**src/rtl/four_bit_adder.sv**
```systemverilog
// Registered unsigned ripple-carry adder with a one-cycle valid pipeline.
// Define FOUR_BIT_ADDER_SUB_EN to add a sub input (a + ~b + 1 when sub=1).
module four_bit_adder #(
   parameter int WIDTH = 4
) (
   input  logic             clk,
   input  logic             rst_n,
   input  logic [WIDTH-1:0] a,
   input  logic [WIDTH-1:0] b,
`ifdef FOUR_BIT_ADDER_SUB_EN
   input  logic             sub,
`endif
   input  logic             in_valid,
   output logic [WIDTH:0]   s,
   output logic             out_valid
);

   // One full-adder cell: returns {carry_out, sum}.
   function automatic logic [1:0] full_add(input logic ai, input logic bi, input logic ci);
      logic sum_bit;
      logic carry_bit;
      sum_bit   = ai ^ bi ^ ci;
      carry_bit = (ai & bi) | (ci & (ai ^ bi));
      return {carry_bit, sum_bit};
   endfunction

   logic             sub_s;
   logic [WIDTH:0]   sum_s;
   logic [WIDTH:0]   carry_s;
   logic [WIDTH:0]   s_d;
   logic [WIDTH:0]   s_q;
   logic             valid_d;
   logic             valid_q;

`ifdef FOUR_BIT_ADDER_SUB_EN
   assign sub_s = sub;
`else
   assign sub_s = 1'b0;
`endif

   // Ripple chain: carry_s[i] feeds cell i; sub inverts b and seeds the chain.
   always_comb begin
      logic [1:0] cell_s;
      sum_s      = '0;
      carry_s    = '0;
      carry_s[0] = sub_s;
      cell_s     = 2'b00;
      for (int i = 0; i < WIDTH; i++) begin
         cell_s         = full_add(a[i], b[i] ^ sub_s, carry_s[i]);
         sum_s[i]       = cell_s[0];
         carry_s[i+1]   = cell_s[1];
      end
      sum_s[WIDTH] = carry_s[WIDTH];
   end

   // Next-state: reset wins, otherwise capture on in_valid or hold.
   always_comb begin
      s_d     = s_q;
      valid_d = 1'b0;
      if (!rst_n) begin
         s_d     = '0;
         valid_d = 1'b0;
      end else if (in_valid) begin
         s_d     = sum_s;
         valid_d = 1'b1;
      end else begin
         s_d     = s_q;
         valid_d = 1'b0;
      end
   end

   // Result and valid registers.
   always_ff @(posedge clk) begin
      s_q     <= s_d;
      valid_q <= valid_d;
   end

   assign s         = s_q;
   assign out_valid = valid_q;

endmodule

```
**config.mk**
```make
export PLATFORM = sky130hd
export DESIGN_NAME = four_bit_adder
export DESIGN_NICKNAME = d
export VERILOG_FILES = /design/src/rtl/four_bit_adder.sv
export SDC_FILE = /design/constraint.sdc
export NUM_CORES = 1
export LEC_CHECK = 0
export CORE_AREA = 2 2 39 41
export CTS_BUF_LIST = sky130_fd_sc_hd__clkbuf_8
export DETAILED_ROUTE_END_ITERATION = 8
export DIE_AREA = 0 0 41 43
export GPL_TIMING_DRIVEN = 0
export PLACE_DENSITY = 0.63
export SYNTH_ARGS = -nofsm -noshare
export SYNTH_HDL_FRONTEND = slang
export SYNTH_SLANG_ARGS = --single-unit
```
**constraint.sdc**
```tcl
create_clock -name clk -period 2 [get_ports clk]
set_input_delay 0.2 -clock clk [delete_from_list [all_inputs] [get_ports clk]]
set_output_delay 0.2 -clock clk [all_outputs]
set_load 0.005 [all_outputs]
```
==> metrics.log <==
INFO  metric finalClockSkew = 0 ns
INFO  metric wirelength = approximately 560 µm
INFO  metric clockRootBuffer = sky130_fd_sc_hd__clkbuf_8
INFO  metric muxShareOfSynthArea = 6.43%
INFO  metric ys_seq_elements = 6
INFO  metric seq_power_share = 34.5%
INFO  metric cts.clk_slew.worst_paths = 0.04 ns
INFO  metric internal-power = 0.310 mW
INFO  metric critPathLaunchType = input port
INFO  metric final.min_clock_period = 1.90 ns
INFO  metric grt_usage = approximately 7.7%
INFO  metric layout.cells.most_common = sky130_fd_sc_hd__clkdlybuf4s50_1
INFO  metric clock.fmax = ~530 MHz
INFO  metric final.setup.tns = 0 ns
INFO  metric comb_power_share = 19.6%
INFO  metric final_cell_mix = sky130_fd_sc_hd__clkdlybuf4s50_1, sky130_fd_sc_hd__dfxtp_1, sky130_fd_sc_hd__inv_1
INFO  metric final_hold_viol_count = 0
INFO  metric tritoncts_num_sinks = 6
INFO  metric final.setup.worst_slack = 0.103 ns
INFO  metric antenna_cells = 0
INFO  metric grt_max_degree = 10
INFO  metric outcome = finished, final reports clean
INFO  metric vias_in_the_first_global_route = approximately 210
INFO  metric synthXorXnorAreaFrac = 0%
INFO  metric relSlewSlack = 88.3%
INFO  metric post_detailed_route_via_to_cell_ratio = between 3 and 4
INFO  metric hold_class = input port to flop
INFO  metric placementRows = 14
INFO  metric final_cell_count_no_fill = 63
INFO  metric critPathMaxFanout = 1
INFO  metric post_synth_num_cell_types = 10
INFO  metric maxSlewViolCount = 0
INFO  metric netlist_top_cells_area = sky130_fd_sc_hd__dfxtp_1, sky130_fd_sc_hd__fa_1, sky130_fd_sc_hd__o211a_1, sky130_fd_sc_hd__inv_1, sky130_fd_sc_hd__mux2i_1
INFO  metric power_share_of_the_clock_group = 45.9%
INFO  metric drt_first_iter_violations = 5
INFO  metric netlist_area_pre_place = 312 µm²
INFO  metric synth-compound-area-share = 9.64%
INFO  metric synth_largest_type_area_fraction = 38.6%
INFO  metric post_route_cells_drive_above_1_share = 23.4%
INFO  metric post_synth_top_area_cell = sky130_fd_sc_hd__dfxtp_1
INFO  metric grt_first_pass_wirelength = 855 µm
INFO  metric yosys_warnings = 0
INFO  metric synth-simple-area-share = 10.0%
INFO  metric floorplan.initialDensity = a little under a quarter
INFO  metric design.portCount = 17
INFO  metric syn_avg_cell_area = 10.7 µm²
INFO  metric synth_seq_area_share = 38.6%
INFO  metric synth_adder_area_share = 23.3%
INFO  metric crit_start = a[1]
INFO  metric cts_hold_buffers = 0
INFO  metric power.ir.vdd_worst = 0.372 mV
INFO  metric crit_arrival = ~2.0 ns
INFO  metric r2r-start = s[3]
INFO  metric timing.setup.critical_path_class = input port to flop
INFO  metric clk-insertion-delay-late = between 0.2 and 0.25 ns
INFO  metric report.final.setup_viol = 0
INFO  metric p_switching = 0.0816 mW
INFO  metric cap_viol_max_count = 0
INFO  metric switching_share = 20.8%
INFO  metric pre_cts_slack = -0.221 ns
INFO  metric dp_hpwl = 438 µm
INFO  metric cts_htree_levels = 1
INFO  metric clock_path_buffers = 2
INFO  metric final_hold_slack = 0.254 ns
INFO  metric floorplan.die.width = 41 µm
INFO  metric placedCellCount = 60
INFO  metric cts_made_buffers = 3
INFO  metric die_y_extent = ~43 µm
INFO  metric post_dp_cell_area = 482 µm²
INFO  metric drt_pre_antenna_iters = 2
INFO  metric grt.overflow.total = 0
INFO  metric syn2layout_area_growth = 71.9%
INFO  metric tritoncts_clock_tree = built
INFO  metric gp_routability_congestion = 0.560
INFO  metric die_area = 0.00176 mm²
INFO  metric synth_cells = 29
INFO  metric grt_antenna_before_repair = 0
INFO  metric core_region_area = 0.00138 mm²
INFO  metric powerDensity = 731 mW/mm²
INFO  metric fill_cells = 155
INFO  metric setup.worst_path.end_class = flop
INFO  metric combinational_family_with_the_most_area_after_synthesis = adder cells
INFO  metric final_net_count = 64
INFO  metric drc = 0
INFO  metric route.antenna.remaining_nets = 0
INFO  metric p_leak = 0.267 nW
INFO  metric post_synthesis_net_count = 44
INFO  metric routed_wire_length_per_instance = 8.94 µm
INFO  metric via_count = 248
INFO  metric required = 2.11 ns
INFO  metric unrepaired_setup_endpoints_after_global_routing = no
INFO  metric io_buffers = 15
INFO  metric max_slew.worst_pin.slew = approximately 0.18 ns
INFO  metric design_area = 536 µm²
INFO  metric min_from = in_valid
INFO  metric min_period_over_period = 94.8%
registers in the layout (all words and copies together), names as in the netlist:
register   count
out_valid      1
s              5
cell type report:
type | instances | area, µm² | share of cell area (%)
Multi-Input combinational cell | 15 | 161 | 30.1
Clock buffer | 3 | 41.3 | 7.71
Buffer | 1 | 11.3 | 2.10
Inverter | 7 | 26.3 | 4.91
Timing Repair Buffer | 15 | 155 | 29.0
Sequential cell | 6 | 120 | 22.4
Tap cell | 16 | 20.0 | 3.74
cells in the mapped netlist:
cell type	count
sky130_fd_sc_hd__inv_1	7
sky130_fd_sc_hd__o211a_1	3
sky130_fd_sc_hd__dfxtp_1	6
sky130_fd_sc_hd__nand2_1	3
sky130_fd_sc_hd__mux2i_1	2
sky130_fd_sc_hd__nor2b_1	2
sky130_fd_sc_hd__ha_1	1
sky130_fd_sc_hd__fa_1	3
sky130_fd_sc_hd__and2_2	1
sky130_fd_sc_hd__buf_6	1
through the flow:
step | power, mW | utilization, %
floorplan | 0.168 | -
global placement | 0.212 | 34.8
detailed placement | 0.212 | 34.8
CTS | 0.398 | 37.8
global route | 0.418 | 38.7
finish | 0.392 | 38.7
metal layers:
layer / track usage, % / wire (µm)
met1: 9.80 / 268
met4: 6.00 / 0
met2: 8.75 / 248
met5: 0 / 0
met3: 4.71 / 46
logic make-up after synthesis:
kind of cell	Yosys count
buffers and inverters	8
and+or+nand+nor	6
DFF	6
adders and majority gates	4
AOI/OAI and AO/OA	3
muxes	2
power by group through the flow:
| stage | combinational [mW] | sequential (mW) | clock [mW] |
|---|---|---|---|
| 4_1_cts | 0.0756 | 0.135 | 0.187 |
| 3_5_place_dp | 0.0750 | 0.137 | 0 |
| 5_1_grt | 0.0872 | 0.136 | 0.194 |
| 3_3_place_gp | 0.0746 | 0.137 | 0 |
| 2_1_floorplan | 0.0304 | 0.138 | 0 |
| 6_report | 0.0768 | 0.135 | 0.180 |
timing repair:
action | CTS | global route
resized for setup | 0 | 8
setup buffers | 0 | 0
setup endpoints to repair | 0 | 1
worst max-delay path: stages:
cell,delay (ns)
sky130_fd_sc_hd__clkdlybuf4s50_1,0.45
sky130_fd_sc_hd__inv_1,0.05
sky130_fd_sc_hd__fa_2,0.38
sky130_fd_sc_hd__inv_2,0.07
sky130_fd_sc_hd__fa_2,0.19
sky130_fd_sc_hd__inv_2,0.04
sky130_fd_sc_hd__fa_1,0.49
sky130_fd_sc_hd__nand2_1,0.05
sky130_fd_sc_hd__o211a_1,0.10
final timing paths:
path          end  slack [ns]  cells after the start
max          s[3]        0.10                      9
min          s[3]        0.25                      2
max reg2reg  s[3]        1.37                      1
min reg2reg  s[4]        0.48                      1
Note: power is estimated with default switching activity, not from simulation.
==> RTL change, RTL diff (same flow settings) <==
Register the output `s` once more, without a reset; this adds one clock of latency there. The other outputs are not delayed to match.
--- a/src/rtl/four_bit_adder.sv
+++ b/src/rtl/four_bit_adder.sv
@@ -77,3 +77,5 @@
 
-   assign s         = s_q;
+   always_ff @(posedge clk) begin
+      s <= s_q;
+   end
    assign out_valid = valid_q;
Behaviour: not the same (a bounded check fails within 4 cycles, from zero or initial values and one cycle with rst_n low).
==> RTL change against the unedited design <==
- design area up 19%
- routed wire length up 5.9%
- area after synthesis up 32%
- largest power group is now registers
- sequential cell count up 5
- largest cell class is now sequential cells
- power up 36%
- setup slack better by 0.0034 ns
==> RTL change: results <==
yosys:
  synthAdderAreaFrac_pct: 17.6
  postSynthNetCount: 49
  synthMuxAreaShare_pct: 4.86
  synth-seq-area-share_pct: 53.5
  synth_area_leaders: "dfxtp_1 53%, fa_1 15%, o211a_1 7.3%"
  syn_avg_cell_area_um2: 12.1
  ys.warnings.count: 0
  synth_common_cells: "11 x dfxtp_1, 7 x inv_1, 3 x fa_1, 3 x nand2_1, 3 x o211a_1"
  synth_compound_area_share_pct: 7.29
power_and_ir_drop:
  sw_frac_of_total_pct: 20.7
  ir_drop_v: 0.000463
  seq_power_mw: 0.244
  p_leak_nw: 0.314
  p_clk_mw: 0.213
finish:
  regArea_um2: 220
  flops_and_latches: 11
  fillers: 134
  multi_input_area_share_pct: 25.2
  n_all_buffers: 16
  instances_no_fill: 69
  num-multi-input-gates: 15
  buffer_area_share_pct: 26.0
  drive_gt1_share_pct: 20.8
  final-clk-cell-share_pct: 7.05
drt:
  drt_wl_total_um: 596
  drt_first_iter_violations: 3
  avgViaCountPerCell: 3.94
critical_path:
  crit_family: "adder cells"
  max_stage_delay_ns: 0.50
  reg2reg_depth: 1
  crit_arrival_ns: 2.02
  crit_path_max_fanout: 1
  slowest_stage: "fa_1"
clock_tree:
  numCtsBuffers: 3
  clk_latency_ns: 0.24
  path_clk_slew_ns: 0.05
  clockRootBuffer: "clkbuf_8"
  post_cts_buffers: 0
  h-tree-depth: 1
min_path:
  min_path_type: "in2reg"
place:
  placed_cells: 65
  gp_congestion: 0.677
  io_buffers: 15
  dpl.hpwl_um: 458
  dp_slack_ns: -0.238
grt:
  grt_usage_pct: 10.2
  grt_pass1_vias: 255
  antenna_found_initial: 0
  grt_pass1_wl_um: 1060
sta:
  max_slew.worst_pin.slew_ns: 0.210
  fin_worst_skew_ns: 0.000326
job:
  drv_cap: 0
run_status:
  status: "finished, final reports clean"
## RTL change: cell count changes after synthesis, sizes merged
cell   unedited run  this run
dfxtp             6        11
## RTL change: path summary, 6_finish.rpt
| kind | from | slack (ns) | to |
|---|---|---|---|
| setup / recovery | a[1] | 0.11 | s_q[3] |
| setup reg to reg | s_q[4] | 1.38 | s_q[4] |
| hold / removal | in_valid | 0.24 | out_valid |
| hold reg to reg | s_q[2] | 0.34 | s[2] |
## RTL change: per-layer routing
metal	vias up	GRT usage, %	share of wire [%]
met4	0	6.00	2.3
met1	112	11.2	41
met2	15	12.5	43
li1	143	-	-
met5	-	0	0
met3	2	9.42	13
## RTL change: per-stage QoR
stage          power, mW  cell area [um^2]
3_3_place_gp       0.323               582
3_5_place_dp       0.325               582
2_1_floorplan      0.280               412
5_1_grt            0.565               639
6_report           0.534               639
4_1_cts            0.545               627
## RTL change: what timing repair did
action,4_1_cts,5_1_grt
endpoints found under the setup margin,0,1
hold buffers,0,0
resized for setup,0,8
